$ cat config.mk
export PLATFORM = sky130hd
export DESIGN_NAME = fft_stream_ctrl
export DESIGN_NICKNAME = d
export VERILOG_FILES = /design/src/rtl/fft_stream_ctrl.sv
export SDC_FILE = /design/constraint.sdc
export NUM_CORES = 1
export LEC_CHECK = 0
export ABC_CLOCK_PERIOD_IN_PS = 8250
export CAP_MARGIN = 20
export CORE_MARGIN = 10
export CORE_UTILIZATION = 50
export DETAILED_ROUTE_END_ITERATION = 16
export PLACE_DENSITY = 0.7
export SYNTH_ARGS = -nofsm -noshare
export SYNTH_HDL_FRONTEND = slang
export SYNTH_SLANG_ARGS = --single-unit
$ cat constraint.sdc
create_clock -name sys_clk -period 8.25 [get_ports sys_clk]
set_clock_uncertainty 0.2 [all_clocks]
set_input_delay 1.2375 -clock sys_clk [delete_from_list [all_inputs] [get_ports sys_clk]]
set_output_delay 1.2375 -clock sys_clk [all_outputs]
set_load 0.01 [all_outputs]
$ cat src/rtl/fft_stream_ctrl.sv
// ADC-to-FFT sink framing with single/continuous capture, plus FFT-source
// per-bin power with bin tagging and per-frame peak detection.
//
// state  | meaning
// S_IDLE | not capturing; adc_valid ignored, waiting for start
// S_RUN  | framing samples into the FFT sink
// S_GAP  | inter-frame idle in continuous mode; samples discarded
module fft_stream_ctrl #(
  parameter int ADC_W   = 10,
  parameter int DATA_W  = 12,
  parameter int OUT_W   = 12,
  parameter int FFT_LEN = 1024,
  parameter int OFFSET  = 512,
  parameter int GAP     = 0,
  localparam int IDX_W  = $clog2(FFT_LEN),
  localparam int PWR_W  = 2 * OUT_W
) (
  input  logic              sys_clk,
  input  logic              sys_rst_n,
  input  logic [ADC_W-1:0]  adc_data,
  input  logic              adc_valid,
  input  logic              start,
  input  logic              stop,
  input  logic              mode,
  input  logic              sink_ready,
  output logic              sink_valid,
  output logic              sink_sop,
  output logic              sink_eop,
  output logic [DATA_W-1:0] sink_real,
  output logic [DATA_W-1:0] sink_imag,
  input  logic              source_valid,
  input  logic              source_sop,
  input  logic              source_eop,
  input  logic [OUT_W-1:0]  source_real,
  input  logic [OUT_W-1:0]  source_imag,
  output logic              source_ready,
  output logic [PWR_W-1:0]  pwr,
  output logic              pwr_valid,
  output logic              pwr_sop,
  output logic              pwr_eop,
  output logic [IDX_W-1:0]  pwr_bin,
  output logic [IDX_W-1:0]  peak_bin,
  output logic [PWR_W-1:0]  peak_pwr,
  output logic              peak_valid,
  output logic              busy,
  output logic [15:0]       frame_cnt,
  output logic              err_ovf
);

  localparam logic [1:0] S_IDLE = 2'd0;
  localparam logic [1:0] S_RUN  = 2'd1;
  localparam logic [1:0] S_GAP  = 2'd2;
  localparam logic [IDX_W-1:0]  IDX_LAST = IDX_W'(FFT_LEN - 1);
  localparam int                GAP_LD   = (GAP > 0) ? GAP - 1 : 0;
  localparam logic [DATA_W-1:0] OFS      = DATA_W'(OFFSET);

  logic [1:0]        state;
  logic [IDX_W-1:0]  idx;
  logic              mode_q;
  logic              stop_pend;
  logic [15:0]       gap_cnt;
  logic              hold_full;
  logic [DATA_W-1:0] hold_data;
  logic [DATA_W-1:0] conv;
  logic              xfer, last_xfer, end_frame, leave_run, load, drop;

  assign conv      = {{(DATA_W-ADC_W){1'b0}}, adc_data} - OFS;
  assign xfer      = hold_full && sink_ready;
  assign last_xfer = xfer && (idx == IDX_LAST);
  assign end_frame = !mode_q || stop_pend || stop;
  // A sample arriving on the closing transfer belongs to no frame when RUN is left.
  assign leave_run = last_xfer && (end_frame || (GAP != 0));
  assign load      = adc_valid && (state == S_RUN) && (!hold_full || xfer) && !leave_run;
  assign drop      = adc_valid && (state == S_RUN) && hold_full && !xfer;

  always_ff @(posedge sys_clk or negedge sys_rst_n) begin
    if (!sys_rst_n) begin
      state     <= S_IDLE;
      idx       <= '0;
      mode_q    <= 1'b0;
      stop_pend <= 1'b0;
      gap_cnt   <= '0;
      frame_cnt <= '0;
    end else begin
      case (state)
        S_IDLE: begin
          if (start) begin
            state     <= S_RUN;
            idx       <= '0;
            mode_q    <= mode;
            stop_pend <= 1'b0;
          end
        end
        S_RUN: begin
          if (stop) stop_pend <= 1'b1;
          if (xfer) begin
            if (last_xfer) begin
              frame_cnt <= frame_cnt + 16'd1;
              idx       <= '0;
              if (end_frame) begin
                state <= S_IDLE;
              end else if (GAP != 0) begin
                state   <= S_GAP;
                gap_cnt <= 16'(GAP_LD);
              end
            end else begin
              idx <= idx + IDX_W'(1);
            end
          end
        end
        S_GAP: begin
          if (stop) stop_pend <= 1'b1;
          if (gap_cnt == 16'd0) state <= (stop_pend || stop) ? S_IDLE : S_RUN;
          else gap_cnt <= gap_cnt - 16'd1;
        end
        default: state <= S_IDLE;
      endcase
    end
  end

  always_ff @(posedge sys_clk or negedge sys_rst_n) begin
    if (!sys_rst_n) begin
      hold_full <= 1'b0;
      hold_data <= '0;
      err_ovf   <= 1'b0;
    end else begin
      if (load) begin
        hold_full <= 1'b1;
        hold_data <= conv;
      end else if (xfer) begin
        hold_full <= 1'b0;
      end
      if (drop) err_ovf <= 1'b1;
    end
  end

  assign sink_valid   = hold_full;
  assign sink_real    = hold_data;
  assign sink_imag    = '0;
  assign sink_sop     = hold_full && (idx == '0);
  assign sink_eop     = hold_full && (idx == IDX_LAST);
  assign source_ready = 1'b1;
  assign busy         = (state != S_IDLE);

  logic signed [PWR_W-1:0] re_x, im_x, re_prod, im_prod;
  logic [PWR_W-1:0]        re_sq, im_sq;
  logic                    s1_valid, s1_sop, s1_eop;
  logic [IDX_W-1:0]        s1_bin, bin_cnt;

  assign re_x    = {{OUT_W{source_real[OUT_W-1]}}, source_real};
  assign im_x    = {{OUT_W{source_imag[OUT_W-1]}}, source_imag};
  assign re_prod = re_x * re_x;
  assign im_prod = im_x * im_x;

  always_ff @(posedge sys_clk or negedge sys_rst_n) begin
    if (!sys_rst_n) begin
      re_sq     <= '0;
      im_sq     <= '0;
      s1_valid  <= 1'b0;
      s1_sop    <= 1'b0;
      s1_eop    <= 1'b0;
      s1_bin    <= '0;
      bin_cnt   <= '0;
      pwr       <= '0;
      pwr_valid <= 1'b0;
      pwr_sop   <= 1'b0;
      pwr_eop   <= 1'b0;
      pwr_bin   <= '0;
    end else begin
      s1_valid <= source_valid;
      s1_sop   <= source_valid && source_sop;
      s1_eop   <= source_valid && source_eop;
      if (source_valid) begin
        re_sq   <= re_prod;
        im_sq   <= im_prod;
        s1_bin  <= source_sop ? '0 : bin_cnt;
        bin_cnt <= source_sop ? IDX_W'(1) : bin_cnt + IDX_W'(1);
      end
      pwr_valid <= s1_valid;
      pwr_sop   <= s1_sop;
      pwr_eop   <= s1_eop;
      if (s1_valid) begin
        pwr     <= re_sq + im_sq;
        pwr_bin <= s1_bin;
      end
    end
  end

  logic [PWR_W-1:0] run_pwr, cand_pwr;
  logic [IDX_W-1:0] run_bin, cand_bin;
  logic             take;

  // Strict compare keeps the lowest bin on ties.
  assign take     = pwr_sop || (pwr > run_pwr);
  assign cand_pwr = take ? pwr : run_pwr;
  assign cand_bin = take ? pwr_bin : run_bin;

  always_ff @(posedge sys_clk or negedge sys_rst_n) begin
    if (!sys_rst_n) begin
      run_pwr    <= '0;
      run_bin    <= '0;
      peak_pwr   <= '0;
      peak_bin   <= '0;
      peak_valid <= 1'b0;
    end else begin
      if (pwr_valid) begin
        run_pwr <= cand_pwr;
        run_bin <= cand_bin;
      end
      peak_valid <= pwr_valid && pwr_eop;
      if (pwr_valid && pwr_eop) begin
        peak_pwr <= cand_pwr;
        peak_bin <= cand_bin;
      end
    end
  end

endmodule

==> impl_summary.log, run 1 <==
[metrics] run status: finished, final reports clean
[metrics] detailed-routing iteration count for the pre-antenna-repair pass: 5
[metrics] area growth from synthesis to layout: 13.0%
[metrics] type of the worst min-delay path: flip-flop to flip-flop
[metrics] achievable frequency: 142 MHz
[metrics] Post-Route Utilization: 0.575
[metrics] # nets final: 2688
[metrics] Setup crit start kind: primary input
[metrics] most frequent cell after synthesis: sky130_fd_sc_hd__inv_1
[metrics] CTS buffer count: 23
[metrics] number of placement rows: 74
[metrics] routability congestion estimate from global placement: 0.856
[metrics] count of final max-slew check failures: 0
[metrics] total wire length: 45800 um
[metrics] top fanout value on the critical path: 15
[metrics] initial antenna violation count: 2
[metrics] proportion of layout cells with a drive suffix above 1: 0.0741
[metrics] leading post-synthesis cells by cell area: sky130_fd_sc_hd__dfrtp_1 26%, sky130_fd_sc_hd__fa_1 24%, sky130_fd_sc_hd__ha_1 9.6%
[metrics] via-per-instance ratio: 5.45
[metrics] Final Cycle Share: 0.855
[metrics] Register-to-Register Path Depth: 10
[metrics] final critical-path required period: 7.05 ns
[metrics] final HPWL from detailed placement: 36000 um
[metrics] biggest area consumer among synthesized cells: sky130_fd_sc_hd__dfrtp_1
[metrics] vias after detailed routing: 15177
[metrics] DRC violation total after the first TritonRoute iteration: 1186
[metrics] Synth cell types: 67
[metrics] Post-CTS Setup Repair Bufs: 0
[metrics] drt wl/cell: 16.4 um
[metrics] final setup fails: 0
[metrics] number of buffers between clock root and the deepest sink: 3
[metrics] via count of the first global-routing pass: 15952
[metrics] leftover overflow at the end of global routing: 0
[metrics] count of hold-fix buffers inserted at cts: 0
[metrics] vertical extent of the die: 224 um
[metrics] wire length of the first global-routing pass: 78600 um
[metrics] CP required: 8.45 ns
[metrics] unrepaired setup endpoints after global routing: false
[metrics] max_slew headroom: 0.274
[metrics] area share of the largest cell type after synthesis: 0.259
[metrics] Slew @ Worst Pin: 1.09 ns
[metrics] number of flops mapped to enable cells by yosys: 0
[metrics] ys flop type: sky130_fd_sc_hd__dfrtp_1
[metrics] met2 usage in global routing: 0.329
[metrics] depth of the worst hold-timing path: 0
[metrics] Synth Area per Inst: 9.80 um^2
[metrics] count of final hold-check violations: 0
[metrics] final setup slack of the worst path: 1.20 ns
[metrics] Peak supply drop: 0.327 mV
[metrics] P_leak: 11.5 nW
[metrics] Arr. time, crit path: 7.25 ns
[metrics] leading cell types by count after synthesis: 405 x sky130_fd_sc_hd__inv_1, 248 x sky130_fd_sc_hd__fa_1, 216 x sky130_fd_sc_hd__dfrtp_1
[metrics] TritonCTS clock tree: done
[metrics] post-synth design cell area: 20900 um^2
[metrics] synthesized flop and latch total: 216
[metrics] number of levels in the clock H-tree: 1
[metrics] CTS clk-pin slew, worst paths: 0.06 ns
[metrics] Die Area: 50300 um^2
[metrics] largest net degree at the start of global routing: 145
[metrics] Clock Root Buffer: sky130_fd_sc_hd__clkbuf_16
[metrics] number of cells produced by synthesis: 2129
[metrics] count of filler cells inserted in the layout: 3577
[metrics] clock insertion delay at the later pin of the skew report: 0.51 ns
[metrics] Yosys warnings: 0
[metrics] global-route track usage on met1: 0.240
[metrics] clock sink count: 216
[metrics] initial cell density of the core: 0.509
[metrics] # DRC: 0
[metrics] post-synthesis sequential area ratio: 0.259
[metrics] PD cells: 420 nW/um^2
[metrics] pre-CTS worst setup slack: 0.696 ns
[metrics] Post-CTS Resized: 0
[metrics] met3 demand-to-capacity share in global routing: 0.0195
[metrics] crit path kind: primary input to flip-flop
[metrics] IO Port Bufs: 148
[metrics] Top Usage Layer GRT: met2
[metrics] async set-or-reset flop fraction in the synthesized netlist: 1.00
[metrics] number of maximum-capacitance violations: 0
[metrics] Core Area: 41000 um^2
[metrics] final antenna-violating net count: 0
[metrics] Total Negative Setup Slacks: 0 ns
[metrics] kind of end point of the critical path: flip-flop
[metrics] IO Pins: 162
[metrics] chip width: 224 um
[metrics] global-route usage over all layers: 0.184
power by group:
group	internal, mW	switching (mW)
clock	0.662	0.437
sequential	1.45	0.344
combinational	3.29	3.73
total	5.40	4.51
metrics by stage:
stage	hold slack (ns)	cell area, um^2	instances	total power [mW]
floorplan	0.131	20900	2140	7.06
global placement	0.132	22800	2743	8.64
detailed placement	0.139	22800	2743	8.83
CTS	0.153	23600	2785	9.98
global route	0.165	23600	2786	11.0
finish	0.153	23600	2786	9.91
worst max-delay path, stage by stage:
cell	delay, ns
sky130_fd_sc_hd__clkdlybuf4s50_1	0.79
sky130_fd_sc_hd__clkinv_1	0.44
sky130_fd_sc_hd__nor2_1	0.43
sky130_fd_sc_hd__fa_1	0.51
sky130_fd_sc_hd__fa_1	0.57
sky130_fd_sc_hd__fa_1	0.43
sky130_fd_sc_hd__fa_1	0.51
sky130_fd_sc_hd__fa_1	0.42
sky130_fd_sc_hd__ha_1	0.40
sky130_fd_sc_hd__nand2_1	0.06
sky130_fd_sc_hd__o21ai_0	0.31
sky130_fd_sc_hd__nor3_1	0.11
sky130_fd_sc_hd__a221oi_1	0.44
sky130_fd_sc_hd__a31oi_1	0.17
sky130_fd_sc_hd__xnor2_1	0.15
sky130_fd_sc_hd__mux2_2	0.26
path summary, 6_finish.rpt:
check | from | end | slack (ns)
worst max-delay path | source_imag[11] | im_sq[22] | 1.20
worst min-delay path | s1_eop | pwr_eop | 0.15
worst max register to register | pwr[1] | run_pwr[2] | 4.62
worst min register to register | s1_eop | pwr_eop | 0.15
max in group asynchronous | sys_rst_n | pwr_sop | 5.54
min in group asynchronous | sys_rst_n | peak_pwr[6] | 0.66
final cells by class:
class	count	area [um^2]	share of cell area
antenna	1	2.50	0.000106
clock buffer	31	666	0.0282
clock inverter	11	141	0.00600
inverter	408	1530	0.0649
multi-input combinational	1424	13600	0.576
sequential	216	5410	0.229
tap	532	666	0.0282
timing repair buffer	163	1590	0.0676
registers in the layout, indices dropped and copies added, names as in the netlist, 10 cells and up:
name and flops:
re_sq 23, im_sq 23, peak_pwr 24, pwr_bin 10, idx 10, frame_cnt 16, run_bin 10, s1_bin 10
pwr 24, bin_cnt 10, sink_real 10, run_pwr 24, peak_bin 10
cell usage in the layout (no fill, tap or decap), types with 9 or more instances in the layout:
cell / synthesis / final
sky130_fd_sc_hd__and2_1: 76 / 76
sky130_fd_sc_hd__nand2_1: 150 / 150
sky130_fd_sc_hd__clkbuf_16: 0 / 23
sky130_fd_sc_hd__conb_1: 2 / 13
sky130_fd_sc_hd__nor2_1: 107 / 107
sky130_fd_sc_hd__o21ai_0: 53 / 53
sky130_fd_sc_hd__a211oi_1: 9 / 9
sky130_fd_sc_hd__nor3_1: 43 / 43
sky130_fd_sc_hd__nand3b_1: 14 / 14
sky130_fd_sc_hd__a21o_1: 30 / 30
sky130_fd_sc_hd__dfrtp_1: 216 / 215
sky130_fd_sc_hd__clkdlybuf4s50_1: 0 / 146
sky130_fd_sc_hd__o311ai_0: 38 / 38
sky130_fd_sc_hd__and3_1: 13 / 13
sky130_fd_sc_hd__ha_1: 160 / 160
sky130_fd_sc_hd__xnor2_1: 65 / 65
sky130_fd_sc_hd__a221oi_1: 38 / 38
sky130_fd_sc_hd__nand4_1: 24 / 24
sky130_fd_sc_hd__nand3_1: 22 / 21
sky130_fd_sc_hd__nand2b_1: 41 / 41
sky130_fd_sc_hd__inv_1: 405 / 405
sky130_fd_sc_hd__buf_4: 15 / 15
sky130_fd_sc_hd__xor2_1: 27 / 27
sky130_fd_sc_hd__a21oi_1: 59 / 59
sky130_fd_sc_hd__mux2_2: 97 / 97
sky130_fd_sc_hd__fa_1: 248 / 248
cells by family (layout without fill, tap and decap cells):
group           after synthesis  after routing  share of synthesized area
simple gates                524            524                      0.124
buf+inv                     500            613                     0.0932
fa+ha+maj                   408            408                      0.334
compound gates              284            284                     0.0953
flops                       216            216                      0.259
mux                         103            103                     0.0552
xor+xnor                     92             92                     0.0386
other cells                   2             14                   0.000360
layer usage:
metal | vias to the layer above | wire [um]
met5 | - | 13
met4 | 2 | 527
met3 | 43 | 1960
met2 | 284 | 23400
met1 | 7721 | 19800
li1 | 7127 | -
Note: power is estimated with default switching activity, not from simulation.
==> inputs of run 2 (changes only) <==
--- a/constraint.sdc
+++ b/constraint.sdc
@@ -4,2 +4,2 @@
 set_output_delay 1.2375 -clock sys_clk [all_outputs]
-set_load 0.01 [all_outputs]
+set_load 0.005 [all_outputs]
==> results of run 2 <==
The final DEF is identical to that of run 1. Status: finished, final reports clean.
Main changes from that run: total power 9.91 mW -> 9.85 mW
==> patch 1, RTL diff (settings of run 2) <==
Change the parameter `GAP` from 0 to 1.
--- a/src/rtl/fft_stream_ctrl.sv
+++ b/src/rtl/fft_stream_ctrl.sv
@@ -11,7 +11,7 @@
   parameter int OUT_W   = 12,
   parameter int FFT_LEN = 1024,
   parameter int OFFSET  = 512,
-  parameter int GAP     = 0,
+  parameter int GAP     = 1,
   localparam int IDX_W  = $clog2(FFT_LEN),
   localparam int PWR_W  = 2 * OUT_W
 ) (
Formal check against the unedited RTL: same outputs for any inputs over 4 cycles, from zero or initial values and one cycle with sys_rst_n low; that may be too few to reach the edited logic, so the function may still have changed.
==> patch 1 against run 2 <==
  * Cell area rose by 4.6%
  * Core utilization is 0.37 points lower
  * Routed wire length is 7.8% higher
  * Power is 2.4% higher
  * First-iteration DRC count down 16%
  * Synthesized area increased by 4.7%
  * Sequential cell count grew 17
  * Non-clock buffer count down 2
  * Sequential share of layout area grew 0.72 points
  * Worst setup slack improved by 0.0077 ns
  * Critical path type unchanged
  * Critical endpoint is now re_sq[23]
  * Largest cell class unchanged
  * Highest routed layer is now met4
==> patch 1: results <==
[final_layout]
clock_buffers = 34
nonClkBufAreaFrac_pct = 6.40
seq_share_pct = 23.6
nNetsFinal = 2807
comb.multi_input.count = 1527
area_share_clock_buf_inv_pct = 3.63
final_cells = 2956
drive_gt1_share_pct = 8.69
multi_input_area_um2 = 14100
final-seq-area_um2 = 5830
fillers = 3814

[detailed_routing]
viasPerCell = 5.44
drt_iter0_markers = 991
wl_um = 49300

[pwr]
p_clk_mw = 1.18
max-vdd-ir-drop_mv = 0.329
power.internal_mw = 5.52
p_seq_mw = 1.97
seqPwrFrac_pct = 19.6

[placement]
dpl.hpwl_um = 38500
place_inst = 2908
place.gp.congestion = 0.860
placed_area_um2 = 23800

[logic_synthesis]
synthXorXnorAreaFrac_pct = 3.65
netlist_top_cells_count = "inv_1 (399), fa_1 (249), dfrtp_1 (233)"
synth-seq-area-share_pct = 26.7
yosys-top-cells-area = "dfrtp_1 (27%), fa_1 (23%), ha_1 (9.3%), inv_1 (6.9%), mux2_2 (6.5%)"
synth_compound_area_share_pct = 9.07
synthMuxAreaShare_pct = 6.68

[global_route]
antenna_found_initial = 0
grtUsageTotal_pct = 18.9
grt_pass1_wl_um = 84400

[worst_setup_path]
critPathMaxFanout = 11
slowest_delay_ns = 0.71

[run_status]
status = "finished clean"
patch 1: changes by cell type after synthesis, sizes merged, moves of 30 or more:
cell	delta
mux2	+30
a221oi	-36
nand2b	-32
nand2	+34
o311ai	-34
o221ai	+35
a21oi	+30
patch 1: worst paths after layout:
kind,end,slack (ns),start,depth (start not counted)
max,re_sq[23],1.20,source_real[8],22
min in group asynchronous,peak_pwr[15],0.60,sys_rst_n,1
max reg2reg,run_bin[6],4.23,pwr[21],8
min reg2reg,pwr_sop,0.15,s1_sop,0
max in group asynchronous,peak_pwr[1],5.91,sys_rst_n,2
min,pwr_sop,0.15,s1_sop,0
patch 1: layer usage:
layer | track usage, % | share of wire [%] | up-vias
met5 | 0 | 0 | -
met3 | 1.61 | 3.9 | 57
li1 | - | - | 7507
met2 | 33.3 | 51 | 384
met1 | 24.8 | 44 | 8142
met4 | 3.93 | 1.6 | 0
==> patch 2, RTL diff (settings of run 2) <==
Without the edit above. Add an input register stage for `mode`, with the module's reset; this delays it by one clock. The other inputs are not delayed to match.
--- a/src/rtl/fft_stream_ctrl.sv
+++ b/src/rtl/fft_stream_ctrl.sv
@@ -54,6 +54,16 @@
   localparam int                GAP_LD   = (GAP > 0) ? GAP - 1 : 0;
   localparam logic [DATA_W-1:0] OFS      = DATA_W'(OFFSET);
 
+  logic mode_r;
+
+  always_ff @(posedge sys_clk or negedge sys_rst_n) begin
+    if (!sys_rst_n) begin
+      mode_r <= '0;
+    end else begin
+      mode_r <= mode;
+    end
+  end
+
   logic [1:0]        state;
   logic [IDX_W-1:0]  idx;
   logic              mode_q;
@@ -87,7 +97,7 @@
           if (start) begin
             state     <= S_RUN;
             idx       <= '0;
-            mode_q    <= mode;
+            mode_q    <= mode_r;
             stop_pend <= 1'b0;
           end
         end
Function: no difference found for any inputs over 4 cycles, from zero or initial values and one cycle with sys_rst_n low; that may be too few to reach the edited logic, so the function may still have changed.
==> patch 2 against run 2 <==
  * Count of clock-buffer cells in the layout increased by 5
  * Via count decreased by 4.1%
  * Critical path depth unchanged
  * Cell area decreased by 0.89%
  * Worst setup slack improved by 0.15 ns
  * Routed wire length decreased by 3.9%
  * Clock power decreased by 7%
  * Power decreased by 2.7%
  * Sequential cell count increased by 1
  * Synthesized area decreased by 0.64%
==> patch 2: results <==
[detailed_routing]
top_layer = "met4"
wl_met3_um = 1660
drt_iter0_markers = 866
met2_length_um = 21800
wl_um = 44000
wl_per_cell_um = 16.0

[global_route]
antenna_found_initial = 0
grt_start_max_net_pins = 137
gr-usage-met3_pct = 1.86
use_met2_pct = 31.0
grt_pass1_vias = 15200
gr-usage-met1_pct = 23.5
grtUsageTotal_pct = 17.6
grt_pass1_wl_um = 75300

[final_layout]
antenna_cells = 0
drive_gt1_share_pct = 6.05

[placement]
place_inst = 2704
placed_area_um2 = 22600
post-place-ws_ns = 0.808
place.gp.congestion = 0.839

[pwr]
power.leakage_nw = 11.2
p_clk_mw = 1.02

[logic_synthesis]
yosys-top-cells-area = "dfrtp_1 (26%), fa_1 (24%), ha_1 (9.7%), inv_1 (7.4%), mux2_2 (3.5%)"
synth-seq-area-share_pct = 26.2
ys_types = 72

[sta]
relSlewSlack_pct = 30.1

[clock_network]
cts_buffers = 24

[run_status]
status = "finished clean"
patch 2: cell count changes after synthesis, moves of 27 or more:
cell,before,now
a221oi_1,38,2
mux2_1,0,27
mux2_2,97,65
nand2_1,150,106
nand2b_1,41,11
nand3b_1,14,41
nor2_1,107,79
nor3b_1,3,34
nor4_1,6,35
o21ai_0,53,86
o311ai_0,38,4
patch 2: worst paths after layout:
check	startpoint	to	slack (ns)
max in group asynchronous	sys_rst_n	re_sq[14]	6.03
hold reg to reg	s1_eop	pwr_eop	0.15
min in group asynchronous	sys_rst_n	peak_pwr[14]	0.62
setup / recovery	source_imag[11]	im_sq[23]	1.34
hold / removal	s1_eop	pwr_eop	0.15
setup reg to reg	pwr[22]	run_pwr[9]	4.55
patch 2: kinds of logic after synthesis:
family | share of synthesized area, %
XOR/XNOR | 3.63
multiplexers | 5.38
buffers and inverters | 9.58
adder cells (fa/ha/maj) | 33.6
other | 0.0362
AND/OR/NAND/NOR | 13.6
flip-flops | 26.2
AO/OA/AOI/OAI | 7.94
patch 2: layout make-up:
cell class                      instances  area (um2)
Fill cell                            3538       17500
Multi-Input combinational cell       1381       13400
Sequential cell                       217        5430
Timing Repair Buffer                  161        1610
Inverter                              414        1550
Clock buffer                           36         706
Tap cell                              532         666
Clock inverter                          5        46.3
patch 2: stage by stage:
stage / hold WS [ns] / utilization (%)
floorplan: 0.131 / -
global placement: 0.135 / 55.2
detailed placement: 0.138 / 55.2
CTS: 0.156 / 57.1
global route: 0.158 / 57.1
finish: 0.154 / 57.1
patch 2: worst reg2reg max path, cell delays in order, from the launching register on:
cell and delay [ns]:
dfrtp_1 0.49, ha_1 0.36, and4_1 0.23, nand2_1 0.13, nor4_2 0.37, o31ai_1 0.18, a31oi_4 0.18, buf_4 0.56
o21ai_4 0.28, buf_12 0.25, mux2_1 0.34
